===== config.mk =====
export PLATFORM = sky130hd
export DESIGN_NAME = mem_req_ctrl_flat
export DESIGN_NICKNAME = d
export VERILOG_FILES = /design/src/rtl/mem_req_ctrl_if.sv /design/src/rtl/mem_req_ctrl.sv /design/src/flat_wrapper.sv
export SDC_FILE = /design/constraint.sdc
export NUM_CORES = 1
export LEC_CHECK = 0
export ABC_AREA = 0
export CAP_MARGIN = 40
export CORE_AREA = 5 5 286 288
export CTS_CLUSTER_DIAMETER = 200
export DETAILED_ROUTE_END_ITERATION = 16
export DIE_AREA = 0 0 291 293
export HOLD_SLACK_MARGIN = 0.15
export PLACE_DENSITY = 0.55
export SLEW_MARGIN = 20
export SYNTH_ARGS = -nofsm -noshare
export SYNTH_HDL_FRONTEND = slang
export SYNTH_SLANG_ARGS = --single-unit

===== constraint.sdc =====
create_clock -name clk -period 5.3 [get_ports clk]
set_input_delay 1.06 -clock clk [delete_from_list [all_inputs] [get_ports clk]]
set_output_delay 1.06 -clock clk [all_outputs]
set_load 0.02 [all_outputs]

===== src/rtl/mem_req_ctrl_if.sv =====
// Cache-to-memory-controller bundle: IC/DC line request ports plus the line-granular RAM port.
// master = requesters and RAM model side, slave = mem_req_ctrl.
interface mem_req_ctrl_if;
  logic         ic_req;
  logic [25:0]  ic_addr;
  logic         ic_done;
  logic [127:0] ic_rdata;
  logic         dc_req;
  logic         dc_we;
  logic [25:0]  dc_addr;
  logic [127:0] dc_wdata;
  logic         dc_done;
  logic [127:0] dc_rdata;
  logic         busy;
  logic [25:0]  mem_rd_addr;
  logic [25:0]  mem_wr_addr;
  logic [127:0] mem_wdata;
  logic         mem_we;
  logic [127:0] mem_rdata;

  modport master (
    output ic_req, ic_addr, dc_req, dc_we, dc_addr, dc_wdata, mem_rdata,
    input  ic_done, ic_rdata, dc_done, dc_rdata, busy,
           mem_rd_addr, mem_wr_addr, mem_wdata, mem_we
  );

  modport slave (
    input  ic_req, ic_addr, dc_req, dc_we, dc_addr, dc_wdata, mem_rdata,
    output ic_done, ic_rdata, dc_done, dc_rdata, busy,
           mem_rd_addr, mem_wr_addr, mem_wdata, mem_we
  );
endinterface


===== src/rtl/mem_req_ctrl.sv =====
// Two-port (IC/DC) line memory request controller: IDLE -> WAIT (LATENCY cycles) -> RESP.
// Define MEM_RR_ARB_EN for round-robin arbitration on ties; default is fixed DC-over-IC priority.
module mem_req_ctrl #(
  parameter int LATENCY = 5
) (
  input  logic          clk,
  input  logic          reset,
  mem_req_ctrl_if.slave bus
);
  typedef enum logic [1:0] {IDLE, WAIT, RESP} state_e;
  typedef enum logic {REQ_IC, REQ_DC} req_id_e;

  localparam logic [3:0] CNT_INIT = 4'(LATENCY - 1);

  state_e       state_q, state_d;
  req_id_e      id_q, id_d;
  logic [3:0]   cnt_q, cnt_d;
  logic         we_q, we_d;
  logic [25:0]  addr_q, addr_d;
  logic [127:0] wdata_q, wdata_d;
  logic [127:0] ic_rdata_q, ic_rdata_d;
  logic [127:0] dc_rdata_q, dc_rdata_d;
  logic         ic_done_q, ic_done_d;
  logic         dc_done_q, dc_done_d;
  logic         pick_dc;
  logic         in_wait, last_wait;

`ifdef MEM_RR_ARB_EN
  req_id_e last_grant_q, last_grant_d;
  // On a tie the side that did not win last time gets the grant.
  assign pick_dc = bus.dc_req && (!bus.ic_req || last_grant_q == REQ_IC);
`else
  assign pick_dc = bus.dc_req;
`endif

  always_comb begin
    state_d    = state_q;
    id_d       = id_q;
    cnt_d      = cnt_q;
    we_d       = we_q;
    addr_d     = addr_q;
    wdata_d    = wdata_q;
    ic_rdata_d = ic_rdata_q;
    dc_rdata_d = dc_rdata_q;
    ic_done_d  = 1'b0;
    dc_done_d  = 1'b0;
`ifdef MEM_RR_ARB_EN
    last_grant_d = last_grant_q;
`endif
    unique case (state_q)
      IDLE: begin
        if (bus.ic_req || bus.dc_req) begin
          state_d = WAIT;
          cnt_d   = CNT_INIT;
          id_d    = pick_dc ? REQ_DC : REQ_IC;
          addr_d  = pick_dc ? bus.dc_addr : bus.ic_addr;
          we_d    = pick_dc && bus.dc_we;
          wdata_d = bus.dc_wdata;
`ifdef MEM_RR_ARB_EN
          last_grant_d = pick_dc ? REQ_DC : REQ_IC;
`endif
        end
      end
      WAIT: begin
        if (cnt_q == 4'd0) begin
          state_d   = RESP;
          ic_done_d = (id_q == REQ_IC);
          dc_done_d = (id_q == REQ_DC);
          // Writes leave the requester's rdata untouched.
          if (!we_q) begin
            if (id_q == REQ_DC) dc_rdata_d = bus.mem_rdata;
            else                ic_rdata_d = bus.mem_rdata;
          end
        end else begin
          cnt_d = cnt_q - 4'd1;
        end
      end
      RESP:    state_d = IDLE;
      default: state_d = IDLE;
    endcase
  end

  always_ff @(posedge clk) begin
    if (reset) begin
      state_q    <= IDLE;
      id_q       <= REQ_IC;
      cnt_q      <= 4'd0;
      we_q       <= 1'b0;
      addr_q     <= '0;
      wdata_q    <= '0;
      ic_rdata_q <= '0;
      dc_rdata_q <= '0;
      ic_done_q  <= 1'b0;
      dc_done_q  <= 1'b0;
`ifdef MEM_RR_ARB_EN
      last_grant_q <= REQ_IC;
`endif
    end else begin
      state_q    <= state_d;
      id_q       <= id_d;
      cnt_q      <= cnt_d;
      we_q       <= we_d;
      addr_q     <= addr_d;
      wdata_q    <= wdata_d;
      ic_rdata_q <= ic_rdata_d;
      dc_rdata_q <= dc_rdata_d;
      ic_done_q  <= ic_done_d;
      dc_done_q  <= dc_done_d;
`ifdef MEM_RR_ARB_EN
      last_grant_q <= last_grant_d;
`endif
    end
  end

  assign in_wait   = (state_q == WAIT);
  assign last_wait = in_wait && (cnt_q == 4'd0);

  // mem_we is gated by reset directly so an aborted access never writes.
  assign bus.mem_rd_addr = in_wait ? addr_q : '0;
  assign bus.mem_wr_addr = in_wait ? addr_q : '0;
  assign bus.mem_wdata   = (in_wait && we_q) ? wdata_q : '0;
  assign bus.mem_we      = last_wait && we_q && !reset;
  assign bus.busy        = (state_q != IDLE);
  assign bus.ic_done     = ic_done_q;
  assign bus.dc_done     = dc_done_q;
  assign bus.ic_rdata    = ic_rdata_q;
  assign bus.dc_rdata    = dc_rdata_q;
endmodule


===== src/flat_wrapper.sv =====
// flat-port wrapper written by rule: the top's interface ports become plain ports
module mem_req_ctrl_flat 
#(
  parameter int LATENCY = 5
)
  (clk, reset, bus_ic_req, bus_ic_addr, bus_dc_req, bus_dc_we, bus_dc_addr, bus_dc_wdata, bus_mem_rdata, bus_ic_done, bus_ic_rdata, bus_dc_done, bus_dc_rdata, bus_busy, bus_mem_rd_addr, bus_mem_wr_addr, bus_mem_wdata, bus_mem_we);
  mem_req_ctrl_if bus_i ();
  input  logic clk;
  input  logic reset;
  input wire logic [$bits(bus_i.ic_req)-1:0] bus_ic_req;
  input wire logic [$bits(bus_i.ic_addr)-1:0] bus_ic_addr;
  input wire logic [$bits(bus_i.dc_req)-1:0] bus_dc_req;
  input wire logic [$bits(bus_i.dc_we)-1:0] bus_dc_we;
  input wire logic [$bits(bus_i.dc_addr)-1:0] bus_dc_addr;
  input wire logic [$bits(bus_i.dc_wdata)-1:0] bus_dc_wdata;
  input wire logic [$bits(bus_i.mem_rdata)-1:0] bus_mem_rdata;
  output wire logic [$bits(bus_i.ic_done)-1:0] bus_ic_done;
  output wire logic [$bits(bus_i.ic_rdata)-1:0] bus_ic_rdata;
  output wire logic [$bits(bus_i.dc_done)-1:0] bus_dc_done;
  output wire logic [$bits(bus_i.dc_rdata)-1:0] bus_dc_rdata;
  output wire logic [$bits(bus_i.busy)-1:0] bus_busy;
  output wire logic [$bits(bus_i.mem_rd_addr)-1:0] bus_mem_rd_addr;
  output wire logic [$bits(bus_i.mem_wr_addr)-1:0] bus_mem_wr_addr;
  output wire logic [$bits(bus_i.mem_wdata)-1:0] bus_mem_wdata;
  output wire logic [$bits(bus_i.mem_we)-1:0] bus_mem_we;
  assign bus_i.ic_req = bus_ic_req;
  assign bus_i.ic_addr = bus_ic_addr;
  assign bus_i.dc_req = bus_dc_req;
  assign bus_i.dc_we = bus_dc_we;
  assign bus_i.dc_addr = bus_dc_addr;
  assign bus_i.dc_wdata = bus_dc_wdata;
  assign bus_i.mem_rdata = bus_mem_rdata;
  assign bus_ic_done = bus_i.ic_done;
  assign bus_ic_rdata = bus_i.ic_rdata;
  assign bus_dc_done = bus_i.dc_done;
  assign bus_dc_rdata = bus_i.dc_rdata;
  assign bus_busy = bus_i.busy;
  assign bus_mem_rd_addr = bus_i.mem_rd_addr;
  assign bus_mem_wr_addr = bus_i.mem_wr_addr;
  assign bus_mem_wdata = bus_i.mem_wdata;
  assign bus_mem_we = bus_i.mem_we;
  mem_req_ctrl #(.LATENCY(LATENCY)) u_core (.clk(clk), .reset(reset), .bus(bus_i));
endmodule

==> metrics.md, run 1 <==
| Metric | Value |
|---|---|
| Final hold vios | `0` |
| Top Family by Delay on Critical Path | `buffers and inverters` |
| Largest net degree at the start of global routing | `279` |
| Die area | `0.0853 mm^2` |
| Most frequent cells in the layout | `clkdlybuf4s50_1 (750), dfxtp_1 (419), nand2b_1 (385), mux2i_1 (282), a21oi_1 (159)` |
| Leak pwr | `0.0111 uW` |
| Fin Clk Skew | `7.90 ps` |
| Initial cell density of the core | `23.1%` |
| Mapped Nets | `2251` |
| Synthesis Warnings | `0` |
| Post-DP Area | `0.0263 mm^2` |
| Gpl congestion | `0.856` |
| Worst Hold Depth | `2` |
| Congestion Overflow GR | `0` |
| Commonest non-fill, non-tap cell in the layout | `clkdlybuf4s50_1` |
| Vias per inst | `4.49` |
| Hold crit path type | `flip-flop to flip-flop` |
| Synthesis-to-finish area growth | `55.5%` |
| CTS tree | `built` |
| R2R Path Start | `u_core.cnt_q[0]$_SDFFE_PP0P_` |
| Startpoint types | `flip-flop` |
| Synth Register Bits | `420` |
| Worst path slowest cell | `nor2b_4` |
| Final Setup Violations | `0` |
| Hpwl dp | `51.0 mm` |
| CTS Buf Count | `50` |
| EDFF count, synth | `0` |
| CP required | `4240 ps` |
| Antenna violations before repair | `10` |
| WHS Endpoint | `u_core.wdata_q[46]$_SDFFE_PP0P_` |
| TritonRoute pass-1 iters | `5` |
| DRT Wirelength | `70.9 mm` |
| # nets final | `2866` |
| Max cap viols | `0` |
| R2R depth | `6` |
| Layout cells sized above 1 | `4.82%` |
| Via Count | `16.4k` |
| Fill count | `7909` |
| First-pass GRT wire length | `106 mm` |
| Clk slew on worst S/H paths | `60 ps` |
| Crit path buffers/inverters | `2` |
| RSZ-0062 raised after global routing | `no` |
| RR Endpoint | `u_core.bus.ic_rdata[31]$_SDFFE_PP0P_` |
| Die span in y | `293 um` |
| Peak Freq | `243 MHz` |
| Smallest setup slack after layout | `1180 ps` |
| Rows | `103` |
| Clock Latency Late Sink | `570 ps` |
| Slew @ Worst Pin | `1210 ps` |
| Detail Route Antenna Nets | `0` |
| Async SR Flop Fraction | `0%` |
| DR iter-0 viols | `746` |
| H-tree depth | `2` |
| Global router's overall resource usage | `15.5%` |
| Crit path capture type | `output port` |
| Post-synth cell types | `33` |
| Slew Limit Headroom | `19.3%` |
| Hold slack | `470 ps` |
| Core ar. | `0.0786 mm^2` |
| DR DRC count | `0` |
| Tmin final | `4120 ps` |
| Setup Buffers After CTS | `0` |
| Finished Cell Area | `0.0282 mm^2` |
| Setup TNS | `0 ps` |
| Synthesized area per cell | `9.36 um^2` |
| Status | `completed` |
| Hold wc startpoint | `u_core.wdata_q[46]$_SDFFE_PP0P_` |
| Root Buffer | `clkbuf_16` |
| Setup CP Type | `flip-flop to output port` |
| Util after Layout | `35.8%` |
| Crit path DAT | `3060 ps` |
| IO Pins | `753` |
| Max Slew Vio Count | `0` |
| Post-cts resize count | `0` |
| Crit-path cells | `nor2b_4, buf_12, and3_1, clkdlybuf4s50_1` |
| Sequential fraction of the synthesis area | `46.4%` |
| Die Width | `291 um` |
| Peak supply drop | `0.000198 V` |
| Most used DFF post-synth | `dfxtp_1` |
| Post-synthesis cell count | `1936` |
| DR WL/cell | `19.4 um` |
| CP Max Fanout | `130` |
| Power Density | `323 mW/mm^2` |
| PortBufs | `752` |
| Pre-CTS WS | `1770 ps` |
| Tcrit/Tclk final | `77.8%` |
| CTS Sinks | `420` |
| CP max stage delay | `620 ps` |
| Synth Cell Area | `0.0181 mm^2` |
| Hold buffers post-CTS | `0` |
| Clock buffer depth | `3` |
| Flop-to-flop setup slack | `2480 ps` |
| Vias in the first global route | `16.8k` |
layer usage:
layer / share of wire (%) / global-route usage [%]
met2: 48 / 26.3
met5: 0.068 / 0
met1: 40 / 18.1
met4: 3.2 / 4.87
met3: 8.7 / 5.77
worst max path at each step:
stage	from	depth (start not counted)	slack (ps)	endpoint
floorplan	reset	4	2370	bus_mem_we
global placement	reset	4	1820	bus_mem_we
detailed placement	u_core.state_q[0]$_SDFFE_PP0P_	4	1770	bus_mem_wdata[69]
CTS	u_core.state_q[1]$_SDFFE_PP0P_	4	1100	bus_mem_wdata[121]
global route	u_core.state_q[1]$_SDFFE_PP0P_	4	980	bus_mem_wdata[121]
finish	u_core.state_q[1]$_SDFFE_PP0P_	4	1180	bus_mem_wdata[107]
synth_stat cells, types with 2 or more instances:
master / n / share of area (%)
mux2i_1: 282 / 16
inv_1: 3 / 0.062
dfxtp_1: 420 / 46
o21ai_0: 77 / 2.1
or3_1: 2 / 0.069
clkbuf_1: 152 / 3.1
buf_1: 11 / 0.23
buf_4: 29 / 1.2
buf_2: 14 / 0.39
a211oi_1: 26 / 1.1
a21oi_1: 159 / 4.4
and3_1: 129 / 4.5
or4_1: 2 / 0.083
nor2b_1: 2 / 0.069
and2_1: 29 / 1.0
ha_1: 2 / 0.14
nor2_1: 4 / 0.083
buf_6: 9 / 0.56
nand3_1: 130 / 3.6
o221ai_1: 3 / 0.15
o21ai_1: 53 / 1.5
nand2b_1: 385 / 13
nand2_1: 2 / 0.041
nor4_1: 2 / 0.069
per-stage QoR:
stage,total power [uW],instances
3_5_place_dp,5550,3546
2_1_floorplan,4660,1936
6_report,9120,3646
3_3_place_gp,5500,3540
5_1_grt,9560,3642
4_1_cts,9260,3638
power by group:
part | total, uW | switching, uW | internal (uW)
sequential | 3600 | 172 | 3430
clock | 3640 | 1410 | 2230
combinational | 1880 | 1010 | 865
layout make-up:
| cell class | count | area (um^2) | share of cell area (%) |
|---|---|---|---|
| clock inverter | 19 | 250 | 0.888 |
| multi-input combinational | 1297 | 8740 | 31.0 |
| tap | 1050 | 1310 | 4.66 |
| sequential | 420 | 8410 | 29.9 |
| clock buffer | 73 | 1520 | 5.39 |
| inverter | 4 | 17.5 | 0.0622 |
| antenna | 5 | 12.5 | 0.0444 |
| timing repair buffer | 778 | 7910 | 28.1 |
state kept, by name, summed over array words and instances, names as in the netlist:
| register | flops |
|---|---|
| u_core.id_q | 1 |
| u_core.wdata_q | 128 |
| u_core.cnt_q | 4 |
| u_core.addr_q | 26 |
| u_core.bus.dc_done | 1 |
| u_core.state_q | 2 |
| u_core.we_q | 1 |
| u_core.bus.ic_rdata | 128 |
| u_core.bus.ic_done | 1 |
| u_core.bus.dc_rdata | 128 |
worst register-to-register path: stages (launching register included):
cell	delay, ps
dfxtp_1	320
inv_1	110
ha_1	180
or3b_1	560
or4_4	800
buf_4	520
mux2i_1	190
kinds of logic (layout without fill, tap and decap cells):
group                      count (synthesis)  in the layout  share of synthesized area (%)
and+or+nand+nor                          692            692                           23.0
DFF                                      420            420                           46.4
AOI/OAI and AO/OA                        321            321                           9.33
muxes                                    282            282                           15.6
buffers and inverters                    219            874                           5.61
adders and majority gates                  2              2                          0.138
other                                      0              5                              0
Power figures use the tool's default switching activity.
==> run 2: changes to the inputs <==
--- a/config.mk
+++ b/config.mk
@@ -7,12 +7,12 @@
 export LEC_CHECK = 0
 export ABC_AREA = 0
 export CAP_MARGIN = 40
-export CORE_AREA = 5 5 286 288
+export CORE_AREA = 5 5 291 293
 export CTS_CLUSTER_DIAMETER = 200
 export DETAILED_ROUTE_END_ITERATION = 16
-export DIE_AREA = 0 0 291 293
+export DIE_AREA = 0 0 296 298
 export HOLD_SLACK_MARGIN = 0.15
-export PLACE_DENSITY = 0.55
+export PLACE_DENSITY = 0.54
 export SLEW_MARGIN = 20
 export SYNTH_ARGS = -nofsm -noshare
 export SYNTH_HDL_FRONTEND = slang
==> constraint.sdc (replaced) <==
create_clock -name clk -period 4.2 [get_ports clk]
set_input_delay 0.84 -clock clk [delete_from_list [all_inputs] [get_ports clk]]
set_output_delay 0.84 -clock clk [all_outputs]
set_load 0.02 [all_outputs]
==> metrics.md, run 2 (same netlist as run 1, synthesis figures left out) <==
| Metric | Value |
|---|---|
| Startpoint types | `flip-flop` |
| Cell Int Power | `7920 uW` |
| H-tree depth | `2` |
| Fin Clk Skew | `20.4 ps` |
| Psw | `3270 uW` |
| PortBufs | `752` |
| Hpwl dp | `51.6 mm` |
| Die area | `0.0882 mm^2` |
| Clk slew on worst S/H paths | `60 ps` |
| Rows | `105` |
| Top Family by Delay on Critical Path | `buffers and inverters` |
| Tmin final | `3780 ps` |
| Clock Latency Late Sink | `580 ps` |
| Max cap viols | `0` |
| # nets final | `2867` |
| CP max stage delay | `760 ps` |
| Max Slew Vio Count | `0` |
| DR DRC count | `0` |
| Largest net degree at the start of global routing | `315` |
| Multi-input gate area | `0.00874 mm^2` |
| Gpl congestion | `0.842` |
| Commonest non-fill, non-tap cell in the layout | `clkdlybuf4s50_1` |
| Core ar. | `0.0816 mm^2` |
| Final Setup Violations | `0` |
| Sequential power share | `40.3%` |
| Initial cell density of the core | `22.2%` |
| Smallest setup slack after layout | `419 ps` |
| Congestion Overflow GR | `0` |
| Sw Share | `29.3%` |
| Global router's overall resource usage | `15.2%` |
| Via Count | `16.4k` |
| Crit path DAT | `2940 ps` |
| Crit-path cells | `nor2b_4, buf_12, and2_1, clkdlybuf4s50_1` |
| Slew @ Worst Pin | `1040 ps` |
| Hold buffers post-CTS | `0` |
| Vias per inst | `4.47` |
| CTS Sinks | `420` |
| RSZ-0062 raised after global routing | `no` |
| Clock buffer depth | `3` |
| TritonRoute pass-1 iters | `5` |
| CTS Buf Count | `50` |
| CP Max Fanout | `75` |
| Status | `completed` |
| DRT Wirelength | `72.2 mm` |
| Root Buffer | `clkbuf_16` |
| Setup Buffers After CTS | `0` |
| Setup TNS | `0 ps` |
| Crit path capture type | `output port` |
| Clk pwr share | `38.1%` |
| CP required | `3360 ps` |
| Die Width | `296 um` |
| Fill count | `8268` |
| Post-cts resize count | `0` |
| Util after Layout | `34.5%` |
| Antenna violations before repair | `12` |
| Slew Limit Headroom | `30.8%` |
| Final hold vios | `0` |
| Setup CP Type | `flip-flop to output port` |
| DR iter-0 viols | `869` |
| Layout cells sized above 1 | `4.48%` |
| Detail Route Antenna Nets | `0` |
| Peak Freq | `264 MHz` |
| Worst path slowest cell | `clkdlybuf4s50_1` |
| Peak supply drop | `0.000213 V` |
| Pre-CTS WS | `983 ps` |
| Crit path buffers/inverters | `2` |
| Vias in the first global route | `17.2k` |
| Leak pwr | `0.0110 uW` |
| Hold crit path type | `flip-flop to flip-flop` |
| Tcrit/Tclk final | `90.0%` |
| DR WL/cell | `19.7 um` |
| IO Pins | `753` |
| Logic pwr share | `21.6%` |
| First-pass GRT wire length | `107 mm` |
| Most frequent cells in the layout | `clkdlybuf4s50_1 (750), dfxtp_1 (419), nand2b_1 (385), mux2i_1 (282), a21oi_1 (159)` |
| Synthesis-to-finish area growth | `55.1%` |
| Reg area | `0.00841 mm^2` |
| Power Density | `398 mW/mm^2` |
| Die span in y | `298 um` |
| CTS tree | `built` |
run 2: cell count changes in the layout (fill, tap and decap cells not counted), sizes merged:
cell | before | now
bufinv | 5 | 1
inv | 4 | 5
clkbuf | 73 | 75
clkinv | 14 | 12
buf | 28 | 29
run 2: final timing paths:
kind,start,endpoint,slack (ps),depth (start not counted)
worst max-delay path,u_core.state_q[0]$_SDFFE_PP0P_,bus_mem_wr_addr[25],420,4
worst min-delay path,u_core.bus.dc_rdata[10]$_SDFFE_PP0P_,u_core.bus.dc_rdata[10]$_SDFFE_PP0P_,470,2
worst max register to register,u_core.cnt_q[0]$_SDFFE_PP0P_,u_core.bus.ic_rdata[58]$_SDFFE_PP0P_,1570,6
worst min register to register,u_core.bus.dc_rdata[10]$_SDFFE_PP0P_,u_core.bus.dc_rdata[10]$_SDFFE_PP0P_,470,2
run 2: metrics by stage:
step,instances,hold WS (ps),cell area [um^2],total power [uW]
floorplan,1936,449,18100,5890
global placement,3562,456,26300,6950
detailed placement,3567,464,26400,7020
CTS,3656,472,28000,11400
global route,3661,489,28100,11700
finish,3664,471,28100,11200
run 2: power groups by stage:
stage               Combinational [uW]  Sequential [uW]  Clock (uW)
global placement                  2360             4600           0
global route                      2610             4540        4590
detailed placement                2430             4590           0
CTS                               2440             4510        4440
floorplan                         1160             4720           0
finish                            2420             4510        4260
run 2: metal layers:
| layer | share of wire [%] | global-route usage [%] |
|---|---|---|
| met1 | 40 | 17.8 |
| met2 | 47 | 25.6 |
| met3 | 10 | 6.12 |
| met4 | 2.9 | 4.58 |
| met5 | 0.066 | 0 |
run 2: area by class of cell:
class | instances | area share [%]
Multi-Input combinational cell | 1297 | 31.1
Timing Repair Buffer | 779 | 28.4
Antenna cell | 5 | 0.0445
Clock inverter | 14 | 0.432
Sequential cell | 420 | 29.9
Inverter | 4 | 0.0623
Tap cell | 1070 | 4.76
Clock buffer | 75 | 5.25
run 2: worst register-to-register path, cell delays in order, from the launching register on:
cell and delay (ps):
dfxtp_1 320, inv_1 100, ha_1 180, or3b_1 490
or4_4 770, buf_12 430, mux2i_1 210
==> run 3: changes to the inputs <==
--- a/config.mk
+++ b/config.mk
@@ -13,6 +13,7 @@
 export DIE_AREA = 0 0 296 298
 export HOLD_SLACK_MARGIN = 0.15
 export PLACE_DENSITY = 0.54
+export REMOVE_ABC_BUFFERS = 1
 export SLEW_MARGIN = 20
 export SYNTH_ARGS = -nofsm -noshare
 export SYNTH_HDL_FRONTEND = slang
==> metrics.md, run 3 (same netlist as run 1, synthesis figures left out) <==
| Metric | Value |
|---|---|
| Clock buffer depth | `3` |
| DR iter-0 viols | `774` |
| Slew Limit Headroom | `32.4%` |
| Largest net degree at the start of global routing | `280` |
| Peak Freq | `269 MHz` |
| Crit path DAT | `2880 ps` |
| Rows | `105` |
| Initial cell density of the core | `22.2%` |
| DR DRC count | `0` |
| Crit path capture type | `output port` |
| DRT Wirelength | `72.7 mm` |
| Top Family by Delay on Critical Path | `simple AND/OR/NAND/NOR gates` |
| Crit-path cells | `inv_1, ha_1, or3b_1, nor3_1, and2_1, clkdlybuf4s50_1` |
| Smallest setup slack after layout | `484 ps` |
| Die span in y | `298 um` |
| CP Max Fanout | `7` |
| TritonRoute pass-1 iters | `5` |
| RSZ-0062 raised after global routing | `no` |
| Antenna violations before repair | `6` |
| Gpl congestion | `0.845` |
| CTS tree | `built` |
| Setup CP Type | `flip-flop to output port` |
| Fill count | `8286` |
| Reg area | `0.00841 mm^2` |
| CTS Sinks | `420` |
| Max Slew Vio Count | `0` |
| # nets final | `2867` |
| Setup Buffers After CTS | `0` |
| Layout cells sized above 1 | `4.27%` |
| Tcrit/Tclk final | `88.5%` |
| Peak supply drop | `0.000285 V` |
| Clock Latency Late Sink | `600 ps` |
| Post-cts resize count | `0` |
| Multi-input gate area | `0.00875 mm^2` |
| Root Buffer | `clkbuf_16` |
| Vias in the first global route | `16.8k` |
| Final Setup Violations | `0` |
| Most frequent cells in the layout | `clkdlybuf4s50_1 (750), dfxtp_1 (419), nand2b_1 (385), mux2i_1 (282), a21oi_1 (159)` |
| Max cap viols | `0` |
| Vias per inst | `4.43` |
| CP required | `3360 ps` |
| CTS Buf Count | `48` |
| Congestion Overflow GR | `0` |
| Hold buffers post-CTS | `0` |
| Status | `completed` |
| Commonest non-fill, non-tap cell in the layout | `clkdlybuf4s50_1` |
| Synthesis-to-finish area growth | `54.7%` |
| CP max stage delay | `680 ps` |
| Pre-CTS WS | `1140 ps` |
| Clk slew on worst S/H paths | `60 ps` |
| Fin Clk Skew | `30.5 ps` |
| Power Density | `399 mW/mm^2` |
| Leak pwr | `0.0110 uW` |
| H-tree depth | `2` |
| Crit path buffers/inverters | `2` |
| Core ar. | `0.0816 mm^2` |
| PortBufs | `752` |
| Detail Route Antenna Nets | `0` |
| Die Width | `296 um` |
| Final hold vios | `0` |
| Tmin final | `3720 ps` |
| Startpoint types | `flip-flop` |
| First-pass GRT wire length | `107 mm` |
| Die area | `0.0882 mm^2` |
| Hpwl dp | `52.3 mm` |
| Hold crit path type | `flip-flop to flip-flop` |
| Via Count | `16.2k` |
| Util after Layout | `34.4%` |
| DR WL/cell | `19.9 um` |
| IO Pins | `753` |
| Slew @ Worst Pin | `1010 ps` |
| Flop-to-flop setup slack | `1440 ps` |
| Worst path slowest cell | `clkdlybuf4s50_1` |
| Global router's overall resource usage | `15.5%` |
[run 3: changes by cell type in the layout (fill, tap and decap cells not counted), sizes merged]
cell / previous run / this run
buf: 29 / 31
bufinv: 1 / 4
clkbuf: 75 / 65
clkinv: 12 / 5
clkinvlp: 0 / 1
diode: 5 / 4
inv: 5 / 6
[run 3: worst min-delay path, stage by stage (launching register included)]
cell and delay [ps]:
dfxtp_1 310, nand2b_1 60, mux2i_1 60
[run 3: metal layers]
| metal | up-vias | global-route usage (%) | part of all wire [%] |
|---|---|---|---|
| li1 | 7832 | - | - |
| met1 | 7719 | 17.4 | 39 |
| met2 | 511 | 28.3 | 51 |
| met3 | 101 | 4.25 | 7.3 |
| met4 | 4 | 4.61 | 2.8 |
| met5 | - | 0 | 0.037 |
[run 3: path summary, 6_finish.rpt]
path | to | start | cells past startpoint
worst max-delay path | bus_mem_we | u_core.cnt_q[0]$_SDFFE_PP0P_ | 6
worst min-delay path | u_core.bus.dc_rdata[12]$_SDFFE_PP0P_ | u_core.bus.dc_rdata[12]$_SDFFE_PP0P_ | 2
worst max register to register | u_core.bus.dc_rdata[23]$_SDFFE_PP0P_ | u_core.we_q$_SDFFE_PP0P_ | 6
worst min register to register | u_core.bus.dc_rdata[12]$_SDFFE_PP0P_ | u_core.bus.dc_rdata[12]$_SDFFE_PP0P_ | 2
[run 3: area by class of cell]
class,instances,area share [%]
Antenna cell,4,0.0357
Sequential cell,420,30.0
Inverter,4,0.0625
Clock buffer,65,4.80
Clock inverter,12,0.777
Tap cell,1070,4.78
Timing Repair Buffer,781,28.3
Multi-Input combinational cell,1297,31.2
[run 3: metrics by stage]
stage / setup TNS (ps) / hold WS [ps] / cells / power, uW / cell area [um^2]
global placement: 0 / 455 / 3567 / 6980 / 26300
finish: 0 / 470 / 3653 / 11200 / 28000
global route: 0 / 484 / 3653 / 11800 / 28000
detailed placement: 0 / 463 / 3571 / 7060 / 26400
floorplan: -1176780 / 443 / 1721 / 5810 / 17100
CTS: 0 / 472 / 3648 / 11400 / 28000
[run 3: where the power goes]
part,leakage (uW),internal (uW),switching (uW)
Sequential,0.00343,4320,196
Combinational,0.00677,1100,1320
Clock,0.000763,2490,1760
Total,0.0110,7920,3280
